==> config.mk <==
export PLATFORM = sky130hd
export DESIGN_NAME = regfile_ctrl_flat
export DESIGN_NICKNAME = d
export VERILOG_FILES = /design/src/rtl/rnbip_rf_pkg.sv /design/src/rtl/regfile_ctrl_if.sv /design/src/rtl/rf_scoreboard.sv /design/src/rtl/regfile_ctrl.sv /design/src/flat_wrapper.sv
export SDC_FILE = /design/constraint.sdc
export NUM_CORES = 1
export LEC_CHECK = 0
export BUFFER_PORTS_ARGS = -buffer_cell sky130_fd_sc_hd__buf_4
export CAP_MARGIN = 30
export CORE_MARGIN = 2
export CORE_UTILIZATION = 55
export DETAILED_ROUTE_END_ITERATION = 12
export HOLD_SLACK_MARGIN = 0.1
export PLACE_DENSITY = 0.85
export SYNTH_ARGS = -nofsm -noshare
export SYNTH_HDL_FRONTEND = slang
export SYNTH_HIERARCHICAL = 1
export SYNTH_SLANG_ARGS = --single-unit
==> constraint.sdc <==
create_clock -name clk -period 5.1 [get_ports clk]
set_clock_uncertainty 0.05 [all_clocks]
set_input_delay 0.255 -clock clk [delete_from_list [all_inputs] [get_ports clk]]
set_output_delay 0.255 -clock clk [all_outputs]
set_load 0.1 [all_outputs]
==> src/rtl/rnbip_rf_pkg.sv <==
// Shared encodings for the register-file sequencer: op codes, enable/mux codes, FSM states.
package rnbip_rf_pkg;

   typedef enum logic [1:0] {
      OP_LOAD = 2'd0,
      OP_MOVE = 2'd1,
      OP_READ = 2'd2,
      OP_ALU  = 2'd3
   } op_t;

   localparam logic [1:0] EN_IDLE = 2'b00;
   localparam logic [1:0] EN_WR   = 2'b01;
   localparam logic [1:0] EN_RD   = 2'b11;

   localparam logic [2:0] MUX_NONE = 3'b000;
   localparam logic [2:0] MUX_REG  = 3'b001;
   localparam logic [2:0] MUX_OR2  = 3'b010;
   localparam logic [2:0] MUX_ALU  = 3'b011;

   typedef enum logic [1:0] {
      S_IDLE = 2'd0,
      S_WR   = 2'd1,
      S_RD   = 2'd2,
      S_RDV  = 2'd3
   } state_t;

endpackage

==> src/rtl/regfile_ctrl_if.sv <==
// Decode-request and ALU write-back handshake channels of the register-file sequencer.
interface regfile_ctrl_if #(
   parameter int AW = 3
) ();

   logic          op_valid;
   logic          op_ready;
   logic [1:0]    op_code;
   logic [AW-1:0] op_dst;
   logic [AW-1:0] op_src;
   logic          wb_valid;
   logic          wb_ready;
   logic [AW-1:0] wb_dst;

   modport master (
      output op_valid, op_code, op_dst, op_src, wb_valid, wb_dst,
      input  op_ready, wb_ready
   );

   modport slave (
      input  op_valid, op_code, op_dst, op_src, wb_valid, wb_dst,
      output op_ready, wb_ready
   );

endinterface

==> src/rtl/rf_scoreboard.sv <==
// Per-register busy bits for in-flight ALU results, with two hazard lookup ports.
module rf_scoreboard #(
   parameter int NREG = 8,
   parameter int AW   = 3
) (
   input  logic            clk,
   input  logic            rst,
   input  logic            set_en,
   input  logic [AW-1:0]   set_idx,
   input  logic            clr_en,
   input  logic [AW-1:0]   clr_idx,
   input  logic [AW-1:0]   look_a,
   input  logic [AW-1:0]   look_b,
   output logic            busy_a,
   output logic            busy_b,
   output logic [NREG-1:0] busy_vec
);

   logic [NREG-1:0] busy;

   // Clear is applied last so it overrides a set to the same index.
   always_ff @(posedge clk or posedge rst) begin
      if (rst) begin
         busy <= '0;
      end else begin
         if (set_en) busy[set_idx] <= 1'b1;
         if (clr_en) busy[clr_idx] <= 1'b0;
      end
   end

   assign busy_a   = busy[look_a];
   assign busy_b   = busy[look_b];
   assign busy_vec = busy;

endmodule

==> src/rtl/regfile_ctrl.sv <==
// Register-file sequencer/arbiter: write-back has priority over decode; busy scoreboard blocks hazards.
// Optional statistics counters are built when RFC_STATS_EN is defined.
module regfile_ctrl
   import rnbip_rf_pkg::*;
#(
   parameter int NREG  = 8,
   parameter int AW    = 3
`ifdef RFC_STATS_EN
   ,
   parameter int CNT_W = 16
`endif
) (
   input  logic            clk,
   input  logic            rst,
   regfile_ctrl_if.slave   bus,
   output logic            alu_start,
   output logic            rd_valid,
   output logic [1:0]      rf_enab,
   output logic [2:0]      rf_mux_sel,
   output logic [AW-1:0]   rf_reg_sel,
   output logic [AW-1:0]   rf_seg,
   output logic [NREG-1:0] busy_vec
`ifdef RFC_STATS_EN
   ,
   output logic [CNT_W-1:0] stall_cnt,
   output logic [CNT_W-1:0] op_cnt
`endif
);

   state_t        state, state_nxt;
   op_t           op;
   logic          busy_dst, busy_src, hazard;
   logic          op_acc, wb_acc;
   logic [1:0]    enab_nxt;
   logic [2:0]    mux_nxt;
   logic [AW-1:0] reg_sel_nxt, seg_nxt;
   logic          alu_start_nxt, rd_valid_nxt;

   assign op = op_t'(bus.op_code);

   rf_scoreboard #(.NREG(NREG), .AW(AW)) u_sb (
      .clk      (clk),
      .rst      (rst),
      .set_en   (op_acc && (op == OP_ALU)),
      .set_idx  (bus.op_dst),
      .clr_en   (wb_acc),
      .clr_idx  (bus.wb_dst),
      .look_a   (bus.op_dst),
      .look_b   (bus.op_src),
      .busy_a   (busy_dst),
      .busy_b   (busy_src),
      .busy_vec (busy_vec)
   );

   always_comb begin
      hazard = 1'b0;
      case (op)
         OP_LOAD: hazard = busy_dst;
         OP_MOVE: hazard = busy_src | busy_dst;
         OP_READ: hazard = busy_src;
         OP_ALU:  hazard = busy_dst;
         default: hazard = 1'b0;
      endcase
   end

   assign bus.wb_ready = (state == S_IDLE);
   assign bus.op_ready = (state == S_IDLE) && !bus.wb_valid && !hazard;

   always_comb begin
      state_nxt     = state;
      enab_nxt      = EN_IDLE;
      mux_nxt       = rf_mux_sel;
      reg_sel_nxt   = rf_reg_sel;
      seg_nxt       = rf_seg;
      alu_start_nxt = 1'b0;
      rd_valid_nxt  = 1'b0;
      op_acc        = 1'b0;
      wb_acc        = 1'b0;
      case (state)
         S_IDLE: begin
            if (bus.wb_valid) begin
               wb_acc    = 1'b1;
               state_nxt = S_WR;
               enab_nxt  = EN_WR;
               mux_nxt   = MUX_ALU;
               seg_nxt   = bus.wb_dst;
            end else if (bus.op_valid && !hazard) begin
               op_acc = 1'b1;
               case (op)
                  OP_LOAD: begin
                     state_nxt = S_WR;
                     enab_nxt  = EN_WR;
                     mux_nxt   = MUX_OR2;
                     seg_nxt   = bus.op_dst;
                  end
                  OP_MOVE: begin
                     state_nxt   = S_WR;
                     enab_nxt    = EN_WR;
                     mux_nxt     = MUX_REG;
                     reg_sel_nxt = bus.op_src;
                     seg_nxt     = bus.op_dst;
                  end
                  OP_READ: begin
                     state_nxt = S_RD;
                     enab_nxt  = EN_RD;
                     seg_nxt   = bus.op_src;
                  end
                  default: alu_start_nxt = 1'b1;
               endcase
            end
         end
         S_WR:  state_nxt = S_IDLE;
         // Second read cycle: address held, file output now valid.
         S_RD: begin
            state_nxt    = S_RDV;
            enab_nxt     = EN_RD;
            rd_valid_nxt = 1'b1;
         end
         S_RDV: state_nxt = S_IDLE;
         default: state_nxt = S_IDLE;
      endcase
   end

   always_ff @(posedge clk or posedge rst) begin
      if (rst) begin
         state      <= S_IDLE;
         rf_enab    <= EN_IDLE;
         rf_mux_sel <= MUX_NONE;
         rf_reg_sel <= '0;
         rf_seg     <= '0;
         alu_start  <= 1'b0;
         rd_valid   <= 1'b0;
      end else begin
         state      <= state_nxt;
         rf_enab    <= enab_nxt;
         rf_mux_sel <= mux_nxt;
         rf_reg_sel <= reg_sel_nxt;
         rf_seg     <= seg_nxt;
         alu_start  <= alu_start_nxt;
         rd_valid   <= rd_valid_nxt;
      end
   end

`ifdef RFC_STATS_EN
   function automatic logic [CNT_W-1:0] sat_inc(input logic [CNT_W-1:0] v);
      return (&v) ? v : v + {{(CNT_W-1){1'b0}}, 1'b1};
   endfunction

   always_ff @(posedge clk or posedge rst) begin
      if (rst) begin
         stall_cnt <= '0;
         op_cnt    <= '0;
      end else begin
         if (bus.op_valid && !bus.op_ready) stall_cnt <= sat_inc(stall_cnt);
         if (op_acc || wb_acc)              op_cnt    <= sat_inc(op_cnt);
      end
   end
`endif

endmodule
==> src/flat_wrapper.sv <==
// flat-port wrapper written by rule: the top's interface ports become plain ports
module regfile_ctrl_flat import rnbip_rf_pkg::*;
#(
   parameter int NREG  = 8,
   parameter int AW    = 3

)
  (clk, rst, alu_start, rd_valid, rf_enab, rf_mux_sel, rf_reg_sel, rf_seg, busy_vec, bus_op_valid, bus_op_code, bus_op_dst, bus_op_src, bus_wb_valid, bus_wb_dst, bus_op_ready, bus_wb_ready);
  regfile_ctrl_if #(.AW(AW)) bus_i ();
  input  logic clk;
  input  logic rst;
  output logic alu_start;
  output logic rd_valid;
  output logic [1:0] rf_enab;
  output logic [2:0] rf_mux_sel;
  output logic [AW-1:0] rf_reg_sel;
  output logic [AW-1:0] rf_seg;
  output logic [NREG-1:0] busy_vec;
  input wire logic [$bits(bus_i.op_valid)-1:0] bus_op_valid;
  input wire logic [$bits(bus_i.op_code)-1:0] bus_op_code;
  input wire logic [$bits(bus_i.op_dst)-1:0] bus_op_dst;
  input wire logic [$bits(bus_i.op_src)-1:0] bus_op_src;
  input wire logic [$bits(bus_i.wb_valid)-1:0] bus_wb_valid;
  input wire logic [$bits(bus_i.wb_dst)-1:0] bus_wb_dst;
  output wire logic [$bits(bus_i.op_ready)-1:0] bus_op_ready;
  output wire logic [$bits(bus_i.wb_ready)-1:0] bus_wb_ready;
  assign bus_i.op_valid = bus_op_valid;
  assign bus_i.op_code = bus_op_code;
  assign bus_i.op_dst = bus_op_dst;
  assign bus_i.op_src = bus_op_src;
  assign bus_i.wb_valid = bus_wb_valid;
  assign bus_i.wb_dst = bus_wb_dst;
  assign bus_op_ready = bus_i.op_ready;
  assign bus_wb_ready = bus_i.wb_ready;
  regfile_ctrl #(.NREG(NREG), .AW(AW)) u_core (.clk(clk), .rst(rst), .bus(bus_i), .alu_start(alu_start), .rd_valid(rd_valid), .rf_enab(rf_enab), .rf_mux_sel(rf_mux_sel), .rf_reg_sel(rf_reg_sel), .rf_seg(rf_seg), .busy_vec(busy_vec));
endmodule
==> summary.md <==
| Metric | Value |
|---|---|
| Status | finished, final reports clean |
| Top-count cell post-synth | dfrtp_1 |
| Sequential cell area fraction in the yosys report | 0.4093 |
| Post-route ant nets | 0 |
| Nets | 171 |
| Hold bufs inserted after CTS | 1 |
| WP data required | 5290 ps |
| Setup violations, final | 0 |
| Initial Utilization | 0.5966 |
| Crit. Startpoint | u_core/u_sb/busy_vec[1] |
| Syn Inst Count | 113 |
| CTS max path bufs | 2 |
| Largest net degree at the start of global routing | 15 |
| Row cnt | 17 |
| CTS resizes | 0 |
| Cts bufs inserted | 3 |
| Global-route wire length before repair | 5071 um |
| Post-synth top cells | dfrtp_1 (22), nor2_1 (8), inv_1 (7) |
| Crit path arrival time | 2960 ps |
| Static leakage | 0.8563 nW |
| Grt total ovfl | 0 |
| Sequential Power Share | 0.299 |
| WS Path Type | reg2reg |
| Final period util | 0.5421 |
| Clock Tree Root | clkbuf_4 |
| Synth Area per Inst | 11.90 sq um |
| F_max | 361.7 MHz |
| Number of H-tree levels | 1 |
| Drt first pass iters | 4 |
| Number of max-cap violations | 0 |
| Critical path startpoint category | register |
| DP Worst Slack | 2357 ps |
| Gpl congestion | 0.8512 |
| Die Wd | 53.45 um |
| FILL cells | 158 |
| Cell taking the most area after synthesis | dfrtp_1 |
| RSZ-0062 raised after global routing | no |
| Sum Neg Setup Slack | 0 ps |
| 1st-iter DRT viols | 32 |
| GRT Resource Usage Total | 0.2491 |
| Drt total wl | 2994 um |
| Drt drc | 0 |
| Per-cell routed wire length | 16.82 um |
| Total power | 0.8085 mW |
| Yosys warns | 6 |
| Worst Hold Class | in2reg |
| CP max FO | 8 |
| Setup ws final | 2335 ps |
| Sw Share | 0.5471 |
| Worst Tran Pin Value | 588.4 ps |
| Final Hold Viols | 0 |
| Port bufs | 36 |
| Pins over their slew limit | 0 |
| Comb pwr share | 0.585 |
| Post-synth cell types | 42 |
| Net count after synthesis | 133 |
| Peak VDD IR | 0.3302 mV |
| Mapped Area | 1345 sq um |
| Internal power | 0.3662 mW |
| HP Start | bus_op_src[1] |
| Hpwl dp | 2292 um |
| Top-level I/O count | 38 |
| Antenna violations before repair | 0 |
| Die ar. | 2857 sq um |
| CTS sink count | 22 |
| Area Overhead vs Synth | 24.19% |
| Top_reg_cell synth | dfrtp_1 |
| Clk pwr share | 0.115 |
| Vias in the first global route | 1,071 |
| Crit path capture type | register |
| Synth area leaders | dfrtp_1 (41%), mux4_1 (7.8%), ha_1 (4.7%), o32a_1 (4.5%), mux2_4 (3.3%) |
| Worst r2r src | u_core/u_sb/busy_vec[1] |
| Synthesized flop and latch total | 22 |
| Diode count | 0 |
| Clock slew at reported path FFs | 120 ps |
| Die Y-Extent | 53.45 um |
| Vias | 1,122 |
| Synth async-reset ratio | 1.000 |
| Core area | 2255 sq um |
| CTS tree | yes |
| EDFF count, synth | 0 |
| PD cells | 484.0 nW/um^2 |
| Net switching power | 0.4423 mW |
| Top cell type's share of synthesized area | 0.4093 |
| Slew Limit Headroom | 0.6047 |
| Clk_lat worst skew | 290 ps |
| Post-CTS Setup Bufs | 0 |
| Share of cells above drive strength 1 | 0.3467 |
| Post-DR vias/cell | 6.303 |
| Fin crit period | 2765 ps |
## worst paths after layout
kind / endpoint / slack (ps) / cells past startpoint
max in group asynchronous: u_core/rf_mux_sel[0] / 4150 / 3
min in group asynchronous: u_core/u_sb/busy_vec[4] / 400 / 3
max: u_core/u_sb/busy_vec[2] / 2340 / 7
max reg2reg: u_core/u_sb/busy_vec[2] / 2340 / 7
min: u_core/rf_reg_sel[1] / 160 / 2
min reg2reg: u_core/rf_seg[2] / 470 / 1
## power groups by stage
stage	clock network [mW]	registers (mW)	logic (mW)
floorplan	0	0.497	0.121
global placement	0	0.243	0.468
detailed placement	0	0.246	0.472
CTS	0.0954	0.242	0.474
global route	0.104	0.248	0.490
finish	0.0932	0.242	0.473
## cells by family after synthesis
kind of cell,count (synthesis),synth area share
compound gates,23,0.1544
fa+ha+maj,5,0.04651
buf+inv,12,0.04186
flops,22,0.4093
mux,12,0.1516
other cells,1,0.002788
simple gates,38,0.1935
## layout make-up
type                       count  area, sq um  share of cell area
clock buffer                   4        36.28             0.02172
inverter                       8        30.03             0.01798
multi-input combinational     79        738.2              0.4419
sequential                    22        550.5              0.3296
tap                           28        35.03             0.02097
timing repair buffer          37        280.3              0.1678
## layout by cell type, fill, tap and decap left out, types with 2 or more instances in the layout
| cell type | instances |
|---|---|
| nor3_1 | 5 |
| nand2b_1 | 2 |
| nor4b_1 | 2 |
| inv_1 | 7 |
| nor4bb_1 | 3 |
| dfrtp_1 | 22 |
| buf_4 | 36 |
| and3_1 | 3 |
| nand2_1 | 4 |
| nor2_1 | 8 |
| and4b_1 | 4 |
| o32a_1 | 6 |
| mux4_1 | 4 |
| mux2_4 | 3 |
| mux2i_1 | 2 |
| ha_1 | 5 |
| clkbuf_4 | 3 |
| mux2_2 | 3 |
| a21oi_1 | 4 |
## stage by stage
stage                     hold WS, ps    util  std cells  area [sq um]
final                           157.9  0.7408        178          1670
after global routing            139.5  0.7408        178          1670
after CTS                       150.6  0.7408        178          1670
after detailed placement        177.5  0.7203        173          1624
after global placement          174.0  0.7203        173          1624
after floorplan                 20.66       -        113          1345
## flip-flops by register name, indices dropped and copies added, names as in the netlist
signal and cells:
u_core/rf_mux_sel 2, u_core/state 2, u_core/rf_enab 2, u_core/rd_valid 1, u_core/rf_seg 3, u_core/rf_reg_sel 3
u_core/u_sb/busy_vec 8, u_core/alu_start 1
## metal layers
metal | global-route usage | part of all wire | vias up
met4 | 0.08547 | 0.014 | 0
met2 | 0.4300 | 0.51 | 39
met5 | 0 | 0 | -
met1 | 0.3073 | 0.42 | 569
li1 | - | - | 510
met3 | 0.04802 | 0.059 | 4
## critical path, stage by stage, from the launching register on
cell	delay, ps
dfrtp_1	430
mux4_1	510
mux2_2	280
o21a_2	150
a2111oi_2	470
and3_1	350
nor4bb_1	300
o32a_1	180
(Power assumes the default switching activity.)
